## src/rtl/fetch_unit_pkg.sv

```systemverilog
// Shared types and constants for the instruction fetch unit.
package fetch_unit_pkg;

    localparam int unsigned INST_W           = 32;
    localparam logic [31:0] PC_STEP          = 32'd4;
    localparam logic [31:0] RESET_PC_DEFAULT = 32'h0000_0000;

    typedef enum logic [1:0] {
        StRun,
        StWaitDrop,
        StHalted
    } fetch_state_e;

    typedef struct packed {
        logic [INST_W-1:0] inst;
        logic [31:0]       pc;
    } fetch_entry_t;

endpackage

```

## src/rtl/fetch_unit_if.sv

```systemverilog
// Fetch unit bus: instruction memory port, redirect/halt controls and decoder handshake.
interface fetch_unit_if;

    logic                              imem_req;
    logic [31:0]                       imem_addr;
    logic                              imem_ack;
    logic [fetch_unit_pkg::INST_W-1:0] imem_rdata;
    logic                              redirect_valid;
    logic [31:0]                       redirect_pc;
    logic                              halt;
    logic                              inst_valid;
    logic                              inst_ready;
    logic [fetch_unit_pkg::INST_W-1:0] inst;
    logic [31:0]                       inst_pc;

    modport master (
        output imem_req, imem_addr, inst_valid, inst, inst_pc,
        input  imem_ack, imem_rdata, redirect_valid, redirect_pc, halt, inst_ready
    );

    modport slave (
        input  imem_req, imem_addr, inst_valid, inst, inst_pc,
        output imem_ack, imem_rdata, redirect_valid, redirect_pc, halt, inst_ready
    );

endinterface

```

## src/rtl/fetch_fifo.sv

```systemverilog
// Small shifting FIFO of fetched {inst, pc} entries; head is always entry 0.
module fetch_fifo import fetch_unit_pkg::*; #(
    parameter int unsigned DEPTH = 2
) (
    input  logic         clk,
    input  logic         rst_n,
    input  logic         push,
    input  fetch_entry_t push_data,
    input  logic         pop,
    input  logic         flush,
    output fetch_entry_t head,
    output logic         full,
    output logic         empty
);

    localparam int unsigned CntW = $clog2(DEPTH + 1);
    localparam int unsigned IdxW = $clog2(DEPTH);

    fetch_entry_t [DEPTH-1:0] entry_q, entry_d;
    logic [CntW-1:0]          count_q, count_d;
    logic [CntW-1:0]          base;
    logic                     pop_ok, push_ok;

    assign full  = (count_q == CntW'(DEPTH));
    assign empty = (count_q == '0);
    assign head  = entry_q[0];

    always_comb begin
        entry_d = entry_q;
        count_d = count_q;
        pop_ok  = pop && !empty;
        // A pop frees a slot in the same cycle, so push is legal even when full.
        push_ok = push && (!full || pop_ok);
        base    = count_q - CntW'(pop_ok);
        if (flush) begin
            count_d = '0;
        end else begin
            if (pop_ok) begin
                for (int i = 0; i < int'(DEPTH) - 1; i++) begin
                    entry_d[i] = entry_q[i+1];
                end
            end
            if (push_ok) begin
                entry_d[base[IdxW-1:0]] = push_data;
            end
            count_d = base + CntW'(push_ok);
        end
    end

    always_ff @(posedge clk or negedge rst_n) begin
        if (!rst_n) begin
            entry_q <= '0;
            count_q <= '0;
        end else begin
            entry_q <= entry_d;
            count_q <= count_d;
        end
    end

endmodule

```

## src/rtl/fetch_unit.sv

```systemverilog
// Instruction fetch unit: sequential PC fetch into a 2-entry buffer with redirect,
// halt, and drop of in-flight requests whose data is no longer wanted.
module fetch_unit import fetch_unit_pkg::*; #(
    parameter logic [31:0] RESET_PC   = RESET_PC_DEFAULT,
    parameter int unsigned FIFO_DEPTH = 2
) (
    input logic          clk,
    input logic          rst_n,
    fetch_unit_if.master bus
);

    fetch_state_e state_q, state_d;
    logic [31:0]  pc_q, pc_d;
    logic         pend_q, pend_d;
    logic [31:0]  pend_addr_q, pend_addr_d;

    logic         req;
    logic [31:0]  addr;
    logic         pop, halt_fire, fire, stall;
    logic         push, flush;
    fetch_entry_t push_entry, fifo_head;
    logic         fifo_full, fifo_empty;

    assign pop       = !fifo_empty && bus.inst_ready;
    assign halt_fire = bus.halt && pop;
    assign fire      = req && bus.imem_ack;
    assign stall     = req && !bus.imem_ack;

    // An outstanding request keeps its original address even after pc is redirected.
    assign addr = pend_q ? pend_addr_q : pc_q;

    always_comb begin
        req = 1'b0;
        if (rst_n) begin
            req = pend_q || (state_q == StRun && (!fifo_full || pop) && !halt_fire);
        end
    end

    assign push       = (state_q == StRun) && fire && !bus.redirect_valid && !halt_fire;
    assign flush      = bus.redirect_valid || halt_fire;
    assign push_entry = '{inst: bus.imem_rdata, pc: pc_q};

    always_comb begin
        state_d     = state_q;
        pc_d        = pc_q;
        pend_d      = stall;
        pend_addr_d = stall ? addr : pend_addr_q;
        if (push) begin
            pc_d = pc_q + PC_STEP;
        end
        if (bus.redirect_valid) begin
            pc_d    = bus.redirect_pc & ~32'h3;
            state_d = stall ? StWaitDrop : StRun;
        end else begin
            unique case (state_q)
                StRun:      if (halt_fire) state_d = StHalted;
                StWaitDrop: if (fire) state_d = StRun;
                StHalted:   state_d = StHalted;
                default:    state_d = StRun;
            endcase
        end
    end

    always_ff @(posedge clk or negedge rst_n) begin
        if (!rst_n) begin
            state_q     <= StRun;
            pc_q        <= RESET_PC;
            pend_q      <= 1'b0;
            pend_addr_q <= '0;
        end else begin
            state_q     <= state_d;
            pc_q        <= pc_d;
            pend_q      <= pend_d;
            pend_addr_q <= pend_addr_d;
        end
    end

    fetch_fifo #(
        .DEPTH(FIFO_DEPTH)
    ) u_fifo (
        .clk      (clk),
        .rst_n    (rst_n),
        .push     (push),
        .push_data(push_entry),
        .pop      (pop),
        .flush    (flush),
        .head     (fifo_head),
        .full     (fifo_full),
        .empty    (fifo_empty)
    );

    assign bus.imem_req   = req;
    assign bus.imem_addr  = addr;
    assign bus.inst_valid = !fifo_empty;
    assign bus.inst       = fifo_head.inst;
    assign bus.inst_pc    = fifo_head.pc;

endmodule

```

## src/flat_wrapper.sv

```systemverilog
// flat-port wrapper written by rule: the top's interface ports become plain ports
module fetch_unit_flat import fetch_unit_pkg::*;
#(
    parameter logic [31:0] RESET_PC   = RESET_PC_DEFAULT,
    parameter int unsigned FIFO_DEPTH = 2
)
  (clk, rst_n, bus_imem_req, bus_imem_addr, bus_inst_valid, bus_inst, bus_inst_pc, bus_imem_ack, bus_imem_rdata, bus_redirect_valid, bus_redirect_pc, bus_halt, bus_inst_ready);
  fetch_unit_if bus_i ();
  input logic clk;
  input logic rst_n;
  output wire logic [$bits(bus_i.imem_req)-1:0] bus_imem_req;
  output wire logic [$bits(bus_i.imem_addr)-1:0] bus_imem_addr;
  output wire logic [$bits(bus_i.inst_valid)-1:0] bus_inst_valid;
  output wire logic [$bits(bus_i.inst)-1:0] bus_inst;
  output wire logic [$bits(bus_i.inst_pc)-1:0] bus_inst_pc;
  input wire logic [$bits(bus_i.imem_ack)-1:0] bus_imem_ack;
  input wire logic [$bits(bus_i.imem_rdata)-1:0] bus_imem_rdata;
  input wire logic [$bits(bus_i.redirect_valid)-1:0] bus_redirect_valid;
  input wire logic [$bits(bus_i.redirect_pc)-1:0] bus_redirect_pc;
  input wire logic [$bits(bus_i.halt)-1:0] bus_halt;
  input wire logic [$bits(bus_i.inst_ready)-1:0] bus_inst_ready;
  assign bus_imem_req = bus_i.imem_req;
  assign bus_imem_addr = bus_i.imem_addr;
  assign bus_inst_valid = bus_i.inst_valid;
  assign bus_inst = bus_i.inst;
  assign bus_inst_pc = bus_i.inst_pc;
  assign bus_i.imem_ack = bus_imem_ack;
  assign bus_i.imem_rdata = bus_imem_rdata;
  assign bus_i.redirect_valid = bus_redirect_valid;
  assign bus_i.redirect_pc = bus_redirect_pc;
  assign bus_i.halt = bus_halt;
  assign bus_i.inst_ready = bus_inst_ready;
  fetch_unit #(.RESET_PC(RESET_PC), .FIFO_DEPTH(FIFO_DEPTH)) u_core (.clk(clk), .rst_n(rst_n), .bus(bus_i));
endmodule
```

## config.mk

```make
export PLATFORM = sky130hd
export DESIGN_NAME = fetch_unit_flat
export DESIGN_NICKNAME = d
export VERILOG_FILES = /design/src/rtl/fetch_unit_pkg.sv /design/src/rtl/fetch_unit_if.sv /design/src/rtl/fetch_fifo.sv /design/src/rtl/fetch_unit.sv /design/src/flat_wrapper.sv
export SDC_FILE = /design/constraint.sdc
export NUM_CORES = 1
export LEC_CHECK = 0
export BUFFER_PORTS_ARGS = -buffer_cell sky130_fd_sc_hd__clkbuf_2
export CAP_MARGIN = 20
export CORE_MARGIN = 3
export CORE_UTILIZATION = 56
export CTS_BUF_LIST = sky130_fd_sc_hd__clkbuf_4 sky130_fd_sc_hd__clkbuf_8 sky130_fd_sc_hd__clkbuf_16
export DETAILED_ROUTE_END_ITERATION = 10
export PLACE_DENSITY = 0.77
export SETUP_SLACK_MARGIN = 0.15
export SYNTH_ARGS = -nofsm -noshare
export SYNTH_HDL_FRONTEND = slang
export SYNTH_SLANG_ARGS = --single-unit
```

## constraint.sdc

```tcl
create_clock -name clk -period 2.5 [get_ports clk]
set_input_delay 0.5 -clock clk [delete_from_list [all_inputs] [get_ports clk]]
set_output_delay 0.5 -clock clk [all_outputs]
set_load 0.01 [all_outputs]
```

==> flow_summary.yaml, run 1 <==
power_and_ir_drop:
  swShare: 0.328
  p_comb_frac: 0.378
  intPower_mw: 8.87
  power_mw: 13.2
  p_per_area_mw_per_mm2: 1170
  clkPwrFrac: 0.228
  seqPwrFrac: 0.393
  p_leak_nw: 5.33
  switching_power_mw: 4.33
  peakVddDrop_mv: 0.675
die:
  rows: 46
  dieWidth_um: 136
  start_util: 0.582
  die_h_um: 136
  core_area_mm2: 0.0162
  die-area_mm2: 0.0184
  top_level_ports: 168
layout:
  layout-drive-gt1-share: 0.486
  antenna_cells: 0
  design_area_mm2: 0.0113
  syn2layout_area_growth_pct: 20.4
  fin_nets: 939
  fill_cells: 1117
sta:
  rsz0062_at_grt: "yes"
  fin_worst_skew_ns: 0.00928
  slew_viol_final: 0
  fin_ws_ns: 0.172
  finalCritPeriodShare: 0.931
  worst_pin_slew_ns: 1.10
  timing_hold_violations_final: 0
  slew_headroom: 0.265
  setup_violations: 0
  tns_ns: 0
  min_period_ns: 2.33
  fmax_mhz: 430
synth:
  synth_most_common_cell: "dfrtp_1"
  synth_top_area_frac: 0.514
  synth_area_leaders: "dfrtp_1 51%, mux2_4 9.6%, mux2_2 7.4%, a2bb2oi_1 5.8%, buf_4 5.3%"
  postSynthCellCount: 758
  synth_common_cells: "193 x dfrtp_1, 67 x buf_4, 63 x o22ai_1, 62 x a2bb2oi_1, 62 x mux2_2"
  synth_flop_cell: "dfrtp_1"
  synth_xor_xnor_area_share: 0.0158
  yosysWarnings: 0
  ys_types: 55
  synth_compound_area_frac: 0.139
  synth.largest_area_cell: "dfrtp_1"
  async_reset_ff_frac: 1.00
  synth_seq_cells: 193
  syn_avg_cell_area_um2: 12.4
  synth_nets: 831
  synth_fa_ha_area_frac: 0.00399
  synthMuxAreaShare: 0.173
  synth_top_family_by_area: "multiplexers"
  synth_edf_count: 0
  ys_seq_area_frac: 0.514
  synth_area_mm2: 0.00941
  synthSimpleGateAreaFrac: 0.0677
clocking:
  cts_max_path_buffers: 2
  clkLatencyLatePin_ns: 0.43
  numCtsBuffers: 17
  htree_levels: 4
  clock-sinks: 193
  clk_pin_slew_ns: 0.07
  cts_tree: "built"
  cts_root_buf: "clkbuf_16"
route:
  dr_total_vias: 6816
  ant_nets: 0
  drc: 0
  wl_per_cell_um: 23.0
  firstDrtPassIters: 5
  dr.first_iter.drc_count: 456
  wl_um: 25200
  vias_per_cell: 6.22
critical_path:
  required_ns: 2.85
  r2r-start: "u_core.u_fifo.count_q[1]"
  crit_path_end_kind: "register"
  crit_type: "reg2reg"
  r2r_end: "u_core.u_fifo.head[47]"
  rr_worst_depth: 11
  crit_start: "u_core.u_fifo.count_q[1]"
  regToRegSetupSlack_ns: 0.17
  cp.arrival_ns: 2.67
  cp_max_fo: 8
  endpoint: "u_core.u_fifo.head[47]"
  start_kind: "register"
min_path:
  hp-class: "in2async"
status:
  status: "complete, no violations"
placement:
  dp_hpwl_um: 14900
  portBuffers: 165
  place_congestion: 0.854
  dp_slack_ns: -0.0298
  placed_cell_area_mm2: 0.0101
global_routing:
  grt_pass1_vias: 7016
  grt_usage: 0.261
  grt_remaining_overflow: 0
  grt_start_max_net_pins: 194
  antenna_found_initial: 1
  grt_pass1_wl_um: 37500
job:
  drv_cap: 0
==> cell type report <==
class | instances | area (um2) | share of cell area
multi-input combinational | 432 | 4080 | 0.360
clock inverter | 12 | 203 | 0.0179
clock buffer | 20 | 448 | 0.0395
inverter | 10 | 37.5 | 0.00331
sequential | 193 | 4830 | 0.426
tap | 216 | 270 | 0.0239
timing repair buffer | 212 | 1460 | 0.129
==> registers in the layout (all words and copies together), names as in the netlist <==
signal / count
u_core.u_fifo.head: 64
u_core.pc_q: 30
u_core.u_fifo.count_q: 2
u_core.pend_q: 1
u_core.u_fifo.entry_q: 62
u_core.pend_addr_q: 32
u_core.state_q: 2
==> critical path, cell delays in order (launching register included) <==
cell       delay, ns
dfrtp_1         0.38
or2_2           0.33
nand2_4         0.09
inv_2           0.06
ha_4            0.26
inv_1           0.06
nor2_2          0.16
nand3_2         0.14
a21oi_4         0.21
buf_6           0.18
clkbuf_16       0.19
a2bb2oi_1       0.17
==> metal layers <==
layer	GRT usage	vias up	routed length (um)	share of wire
met5	0	-	13	0.00052
met4	0.0672	2	376	0.015
li1	-	2983	-	-
met3	0.0658	36	1720	0.068
met2	0.434	292	12400	0.49
met1	0.346	3503	10700	0.42
==> how the worst min path moves through the flow <==
stage / start / cells after the start / endpoint
after floorplan: rst_n / 0 / u_core.pc_q[10]
after global placement: u_core.u_fifo.entry_q[109] / 1 / u_core.u_fifo.entry_q[109]
after detailed placement: u_core.pend_addr_q[1] / 1 / u_core.pend_addr_q[1]
after CTS: bus_redirect_pc[7] / 3 / u_core.pc_q[7]
after global routing: bus_redirect_pc[7] / 3 / u_core.pc_q[7]
final: rst_n / 2 / u_core.u_fifo.entry_q[112]
==> stage by stage <==
stage,hold WS (ns),utilization,std cells
global route,0.291,0.700,1095
floorplan,0.204,-,758
detailed placement,0.486,0.625,1047
finish,0.248,0.700,1095
global placement,0.474,0.625,1047
CTS,0.278,0.677,1088
==> cells in the final DEF (no fill, tap or decap), types with 9 or more instances in the layout <==
cell type  count
nor2_1        11
clkbuf_2     163
xnor2_1       11
nor4_1        12
mux2_2        62
and4_1        10
a21oi_1        9
clkbuf_16     21
o22ai_1       45
nand4_1       10
buf_4         27
o22ai_2       17
a2bb2oi_2     18
buf_12        10
dfrtp_1      193
nand2_1       23
nand3_1       11
a2bb2oi_1     44
mux2_4        60
==> logic make-up (layout without fill, tap and decap cells) <==
logic type,after synthesis,after routing
DFF,193,193
muxes,125,125
buffers and inverters,133,254
xor gates and xnor gates,17,17
AOI/OAI and AO/OA,176,176
adders and majority gates,3,3
and+or+nand+nor,111,111
==> what timing repair did <==
action                     in CTS  in global routing
gates cloned                    3                  4
gates resized for setup        12                 45
setup endpoints to repair      74                133
hold buffers                    0                  0
pin swaps                       4                  5
buffers inserted                6                  3
==> power by group through the flow <==
| stage | sequential [mW] | combinational, mW | clock, mW |
|---|---|---|---|
| finish | 5.19 | 4.99 | 3.01 |
| global route | 5.31 | 5.32 | 3.18 |
| CTS | 5.11 | 4.57 | 3.05 |
| detailed placement | 5.14 | 4.33 | 0 |
| global placement | 5.06 | 4.15 | 0 |
| floorplan | 4.88 | 3.63 | 0 |
Power figures use the tool's default switching activity.
==> inputs of run 2 (changes only) <==
--- a/config.mk
+++ b/config.mk
@@ -12,6 +12,7 @@
 export CTS_BUF_LIST = sky130_fd_sc_hd__clkbuf_4 sky130_fd_sc_hd__clkbuf_8 sky130_fd_sc_hd__clkbuf_16
 export DETAILED_ROUTE_END_ITERATION = 10
 export PLACE_DENSITY = 0.77
+export RECOVER_POWER = 50
 export SETUP_SLACK_MARGIN = 0.15
 export SYNTH_ARGS = -nofsm -noshare
 export SYNTH_HDL_FRONTEND = slang
==> flow_summary.yaml, run 2 (same netlist as run 1, synthesis figures left out) <==
clocking:
  clock-sinks: 193
  numCtsBuffers: 17
  cts_tree: "built"
  htree_levels: 4
  postCtsHoldBufs: 0
  cts_max_path_buffers: 2
  clkLatencyLatePin_ns: 0.43
  clk_pin_slew_ns: 0.07
  cts_root_buf: "clkbuf_16"
sta:
  worst_pin_slew_ns: 1.71
  tns_ns: 0
  timing_hold_violations_final: 0
  fmax_mhz: 430
  fin_worst_skew_ns: 0.0101
  min_period_ns: 2.33
  setup_violations: 0
  slew_headroom: -0.141
  fin_ws_ns: 0.175
  slew_viol_final: 194
  finalCritPeriodShare: 0.930
  rsz0062_at_grt: "yes"
power_and_ir_drop:
  clkPwrFrac: 0.230
  intPower_mw: 8.76
  p_comb_frac: 0.374
  p_leak_nw: 5.18
  switching_power_mw: 4.33
  power_mw: 13.1
  p_per_area_mw_per_mm2: 1160
  seqPwrFrac: 0.396
  swShare: 0.331
  peakVddDrop_mv: 0.675
route:
  dr_total_vias: 6825
  vias_per_cell: 6.23
  wl_um: 25300
  ant_nets: 0
  dr.first_iter.drc_count: 490
  wl_per_cell_um: 23.1
  firstDrtPassIters: 5
  drc: 0
status:
  failed_checks: "capacitance limit, slew limit"
  status: "finished, violations left"
critical_path:
  crit_type: "reg2reg"
  cp_max_fo: 8
  required_ns: 2.84
  start_kind: "register"
  crit_path_end_kind: "register"
  cp.arrival_ns: 2.67
placement:
  portBuffers: 165
  place_congestion: 0.854
  dp_slack_ns: -0.0298
  dp_hpwl_um: 14900
die:
  top_level_ports: 168
  rows: 46
  start_util: 0.582
  core_area_mm2: 0.0162
  die-area_mm2: 0.0184
  dieWidth_um: 136
  die_h_um: 136
min_path:
  hp-class: "in2reg"
global_routing:
  antenna_found_initial: 1
  grt_usage: 0.261
  grt_pass1_wl_um: 37500
  grt_remaining_overflow: 0
  grt_start_max_net_pins: 194
  grt_pass1_vias: 7016
layout:
  syn2layout_area_growth_pct: 19.6
  fin_nets: 939
  layout_common_cells: "193 x dfrtp_1, 115 x clkbuf_2, 62 x mux2_2, 60 x mux2_4, 50 x clkbuf_1"
  antenna_cells: 0
  largest_reg_flops: 64
  postLayoutCoreUtil: 0.695
  layout-drive-gt1-share: 0.429
  fill_cells: 1144
  layout_commonest_cell: "dfrtp_1"
job:
  drv_cap: 1
run 2: final cells by class:
class	instances	area (um2)	area share
clock buffer	20	448	0.0398
clock inverter	12	203	0.0180
inverter	10	37.5	0.00334
multi-input combinational	432	4080	0.363
sequential	193	4830	0.430
tap	216	270	0.0240
timing repair buffer	212	1380	0.123
run 2: routing by layer:
metal,vias to the layer above,track usage,part of all wire
li1,2989,-,-
met1,3480,0.346,0.42
met2,319,0.434,0.49
met3,35,0.0658,0.073
met4,2,0.0672,0.016
met5,-,0,0.00051
run 2: final timing paths:
check / startpoint / endpoint / slack [ns] / depth (start not counted)
min in group asynchronous: rst_n / u_core.u_fifo.entry_q[112] / 0.73 / 2
setup reg to reg: u_core.u_fifo.count_q[1] / u_core.u_fifo.head[47] / 0.17 / 11
hold / removal: bus_redirect_pc[25] / u_core.pc_q[25] / 0.29 / 3
max in group asynchronous: rst_n / u_core.u_fifo.entry_q[84] / 0.65 / 2
hold reg to reg: u_core.pend_addr_q[1] / u_core.pend_addr_q[1] / 0.50 / 1
setup / recovery: u_core.u_fifo.count_q[1] / u_core.u_fifo.head[47] / 0.17 / 11
run 2: critical path, stage by stage (launching register included):
cell and delay (ns):
dfrtp_1 0.38, or2_2 0.33, nand2_4 0.09, inv_2 0.06, ha_4 0.26, inv_1 0.06, nor2_2 0.16, nand3_2 0.14
a21oi_4 0.21, buf_6 0.18, clkbuf_16 0.19, a2bb2oi_1 0.17
run 2: repair_timing:
item                       CTS  global route
setup buffers                6             3
resized for setup           12            45
gates cloned                 3             4
pin swaps                    4             5
setup endpoints to repair   74           133
run 2: power by group through the flow:
stage          Sequential [mW]  Combinational (mW)  Clock [mW]
6_report                  5.19                4.90        3.01
4_1_cts                   5.11                4.57        3.05
2_1_floorplan             4.88                3.63           0
3_3_place_gp              5.06                4.15           0
5_1_grt                   5.31                5.22        3.18
3_5_place_dp              5.14                4.33           0
run 2: metrics by stage:
| stage | hold WS [ns] | instance area [um2] | cells |
|---|---|---|---|
| floorplan | 0.204 | 9410 | 758 |
| global placement | 0.474 | 10100 | 1047 |
| detailed placement | 0.486 | 10100 | 1047 |
| CTS | 0.278 | 10900 | 1088 |
| global route | 0.291 | 11200 | 1095 |
| finish | 0.294 | 11200 | 1095 |
==> inputs of run 3 (changes only) <==
--- a/config.mk
+++ b/config.mk
@@ -5,15 +5,16 @@
 export SDC_FILE = /design/constraint.sdc
 export NUM_CORES = 1
 export LEC_CHECK = 0
-export BUFFER_PORTS_ARGS = -buffer_cell sky130_fd_sc_hd__clkbuf_2
 export CAP_MARGIN = 20
 export CORE_MARGIN = 3
-export CORE_UTILIZATION = 56
+export CORE_UTILIZATION = 60
 export CTS_BUF_LIST = sky130_fd_sc_hd__clkbuf_4 sky130_fd_sc_hd__clkbuf_8 sky130_fd_sc_hd__clkbuf_16
 export DETAILED_ROUTE_END_ITERATION = 10
-export PLACE_DENSITY = 0.77
+export DONT_BUFFER_PORTS = 1
+export PLACE_DENSITY_LB_ADDON = 0.05
 export RECOVER_POWER = 50
 export SETUP_SLACK_MARGIN = 0.15
 export SYNTH_ARGS = -nofsm -noshare
 export SYNTH_HDL_FRONTEND = slang
+export SYNTH_HIERARCHICAL = 1
 export SYNTH_SLANG_ARGS = --single-unit
==> flow_summary.yaml, run 3 <==
synth:
  synth_area_mm2: 0.00990
  synth_edf_count: 0
  ys_seq_area_frac: 0.493
  yosysWarnings: 6
  synth_area_leaders: "dfrtp_1 49%, mux2_4 9.1%, mux2_2 7.1%, a221o_1 6.6%, and4_1 5.8%"
  synth_top_area_frac: 0.493
  ys_types: 65
  synth.largest_area_cell: "dfrtp_1"
  synth_common_cells: "195 x dfrtp_1, 68 x buf_4, 65 x a221o_1, 65 x and4_1, 62 x mux2_2"
  postSynthCellCount: 770
  syn_avg_cell_area_um2: 12.9
  async_reset_ff_frac: 1.00
  synth_most_common_cell: "dfrtp_1"
  synth_flop_cell: "dfrtp_1"
  synth_seq_cells: 195
die:
  core_area_mm2: 0.0160
  start_util: 0.619
  dieWidth_um: 134
  top_level_ports: 168
  die-area_mm2: 0.0181
  rows: 46
  die_h_um: 134
layout:
  layout_commonest_cell: "dfrtp_1"
  layout_common_cells: "194 x dfrtp_1, 68 x mux2_4, 65 x and4_1, 65 x a221o_1, 54 x mux2_2"
  regArea_mm2: 0.00488
  fill_cells: 1221
  instances_no_fill: 943
  antenna_cells: 0
  multi_input_area_mm2: 0.00422
  fin_nets: 787
  syn2layout_area_growth_pct: 7.27
  layout-drive-gt1-share: 0.315
global_routing:
  grt_pass1_vias: 6443
  grt_usage: 0.256
  grt_remaining_overflow: 0
  antenna_found_initial: 1
  grt_pass1_wl_um: 36600
  grt_start_max_net_pins: 198
sta:
  fmax_mhz: 417
  setup_violations: 0
  finalCritPeriodShare: 0.960
  slew_viol_final: 0
  worst_pin_slew_ns: 0.643
  min_period_ns: 2.40
  timing_hold_violations_final: 195
  rsz0062_at_grt: "yes"
  fin_worst_skew_ns: 0.0110
  slew_headroom: 0.571
  whs_ns: -0.241
route:
  wl_met3_um: 2210
  highest_layer: "met5"
  wl_met1_um: 10000
  met2_length_um: 11700
  dr_total_vias: 6425
  drc: 0
  dr.first_iter.drc_count: 543
  firstDrtPassIters: 5
  vias_per_cell: 6.81
  wl_per_cell_um: 25.8
  ant_nets: 0
  wl_um: 24400
power_and_ir_drop:
  intPower_mw: 6.61
  p_leak_nw: 4.89
  peakVddDrop_mv: 0.502
  swShare: 0.289
  p_per_area_mw_per_mm2: 876
  power_mw: 9.30
  p_comb_frac: 0.177
  clkPwrFrac: 0.298
  switching_power_mw: 2.69
  seqPwrFrac: 0.525
critical_path:
  cp.arrival_ns: 2.71
  r2r-start: "u_core/u_fifo/count_q[1]"
  cp_num_buf_inv: 3
  cp_slowest_stage_delay_ns: 0.44
  crit_top_cell: "inv_2"
  cp_max_fo: 8
  r2r_end: "u_core/u_fifo/head[37]"
  crit_path_end_kind: "register"
  regToRegSetupSlack_ns: 0.10
  crit_type: "reg2reg"
  rr_worst_depth: 10
  path_delay_family: "compound AO/OA/AOI/OAI gates"
  start_kind: "register"
  cp_cell_sequence: "nor2_4 -> nand2b_4 -> inv_2 -> o21ai_4 -> inv_2 -> ha_4 -> nand2_4 -> a211o_4 -> clkbuf_16 -> a221o_1"
  required_ns: 2.81
  slowest_stage: "a211o_4"
clocking:
  cts_max_path_buffers: 2
  cts_root_buf: "clkbuf_16"
  cts_tree: "built"
  numCtsBuffers: 17
  clkLatencyLatePin_ns: 0.43
  clock-sinks: 195
  clk_pin_slew_ns: 0.07
  htree_levels: 4
placement:
  place_congestion: 0.837
  placed_cells: 890
  portBuffers: 0
  dp_hpwl_um: 14000
status:
  failed_checks: "hold timing"
  status: "finished, violations left"
min_path:
  hp-class: "in2async"
job:
  drv_cap: 0
==> run 3: cell count changes in the layout (fill, tap and decap cells not counted), sizes merged, moves of 11 or more <==
cell,previous run,this run
o22ai,63,1
a221o,1,65
and4,10,65
a2bb2oi,62,1
xnor2,11,0
clkbuf,190,30
==> run 3: final cells by class <==
class | instances | area share
clock inverter | 9 | 0.0115
sequential | 195 | 0.460
multi-input combinational | 440 | 0.397
clock buffer | 23 | 0.0449
timing repair buffer | 42 | 0.0544
tap | 216 | 0.0255
inverter | 18 | 0.00683
==> run 3: worst max-delay path by stage <==
stage / depth (start not counted) / from / slack, ns / end
after global placement: 9 / u_core/u_fifo/count_q[1] / 0.06 / u_core/u_fifo/entry_q[127]
after global routing: 10 / u_core/u_fifo/count_q[1] / 0.03 / u_core/u_fifo/head[55]
after floorplan: 11 / u_core/u_fifo/count_q[1] / 0.04 / u_core/u_fifo/head[25]
final: 10 / u_core/u_fifo/count_q[1] / 0.10 / u_core/u_fifo/head[37]
after CTS: 5 / u_core/u_fifo/count_q[0] / 0.08 / bus_imem_req
after detailed placement: 9 / u_core/u_fifo/count_q[0] / -0.009 / u_core/u_fifo/entry_q[122]
==> run 3: power by group through the flow <==
stage,Sequential (mW),Clock (mW),Combinational (mW)
3_3_place_gp,4.89,0,1.45
3_5_place_dp,4.94,0,1.51
2_1_floorplan,4.42,0,2.15
6_report,4.88,2.77,1.65
4_1_cts,4.89,2.82,1.55
5_1_grt,4.99,2.95,1.79
==> run 3: kinds of logic (layout without fill, tap and decap cells) <==
logic type | Yosys count | in the layout | share of synthesized area
flops | 195 | 195 | 0.493
simple gates | 177 | 177 | 0.125
buf+inv | 138 | 92 | 0.0946
compound gates | 129 | 129 | 0.117
mux | 123 | 123 | 0.163
xor+xnor | 4 | 4 | 0.00354
fa+ha+maj | 3 | 3 | 0.00379
other cells | 1 | 4 | 0.000379
==> run 3: through the flow <==
step	utilization	TNS, ns	cell area, um2	setup WS (ns)	hold slack, ns
global route	0.664	0	10600	0.0252	-0.259
finish	0.664	0	10600	0.101	-0.241
global placement	0.599	0	9580	0.0586	0.209
detailed placement	0.599	-0.0471	9580	-0.00923	0.208
CTS	0.645	0	10300	0.0806	-0.258
floorplan	-	0	9950	0.0372	0.204
==> run 3: repair_timing <==
| action | in CTS | in global routing |
|---|---|---|
| hold endpoints to repair | 195 | 195 |
| setup endpoints to repair | 151 | 138 |
| resized for setup | 12 | 16 |
| gates cloned | 2 | 10 |
| setup buffers | 6 | 3 |
| pin swaps | 5 | 13 |
==> run 3: per-layer routing <==
metal / vias to the layer above / GRT usage
li1: 2777 / -
met1: 3315 / 0.355
met2: 291 / 0.390
met3: 40 / 0.0859
met4: 2 / 0.0718
met5: - / 0
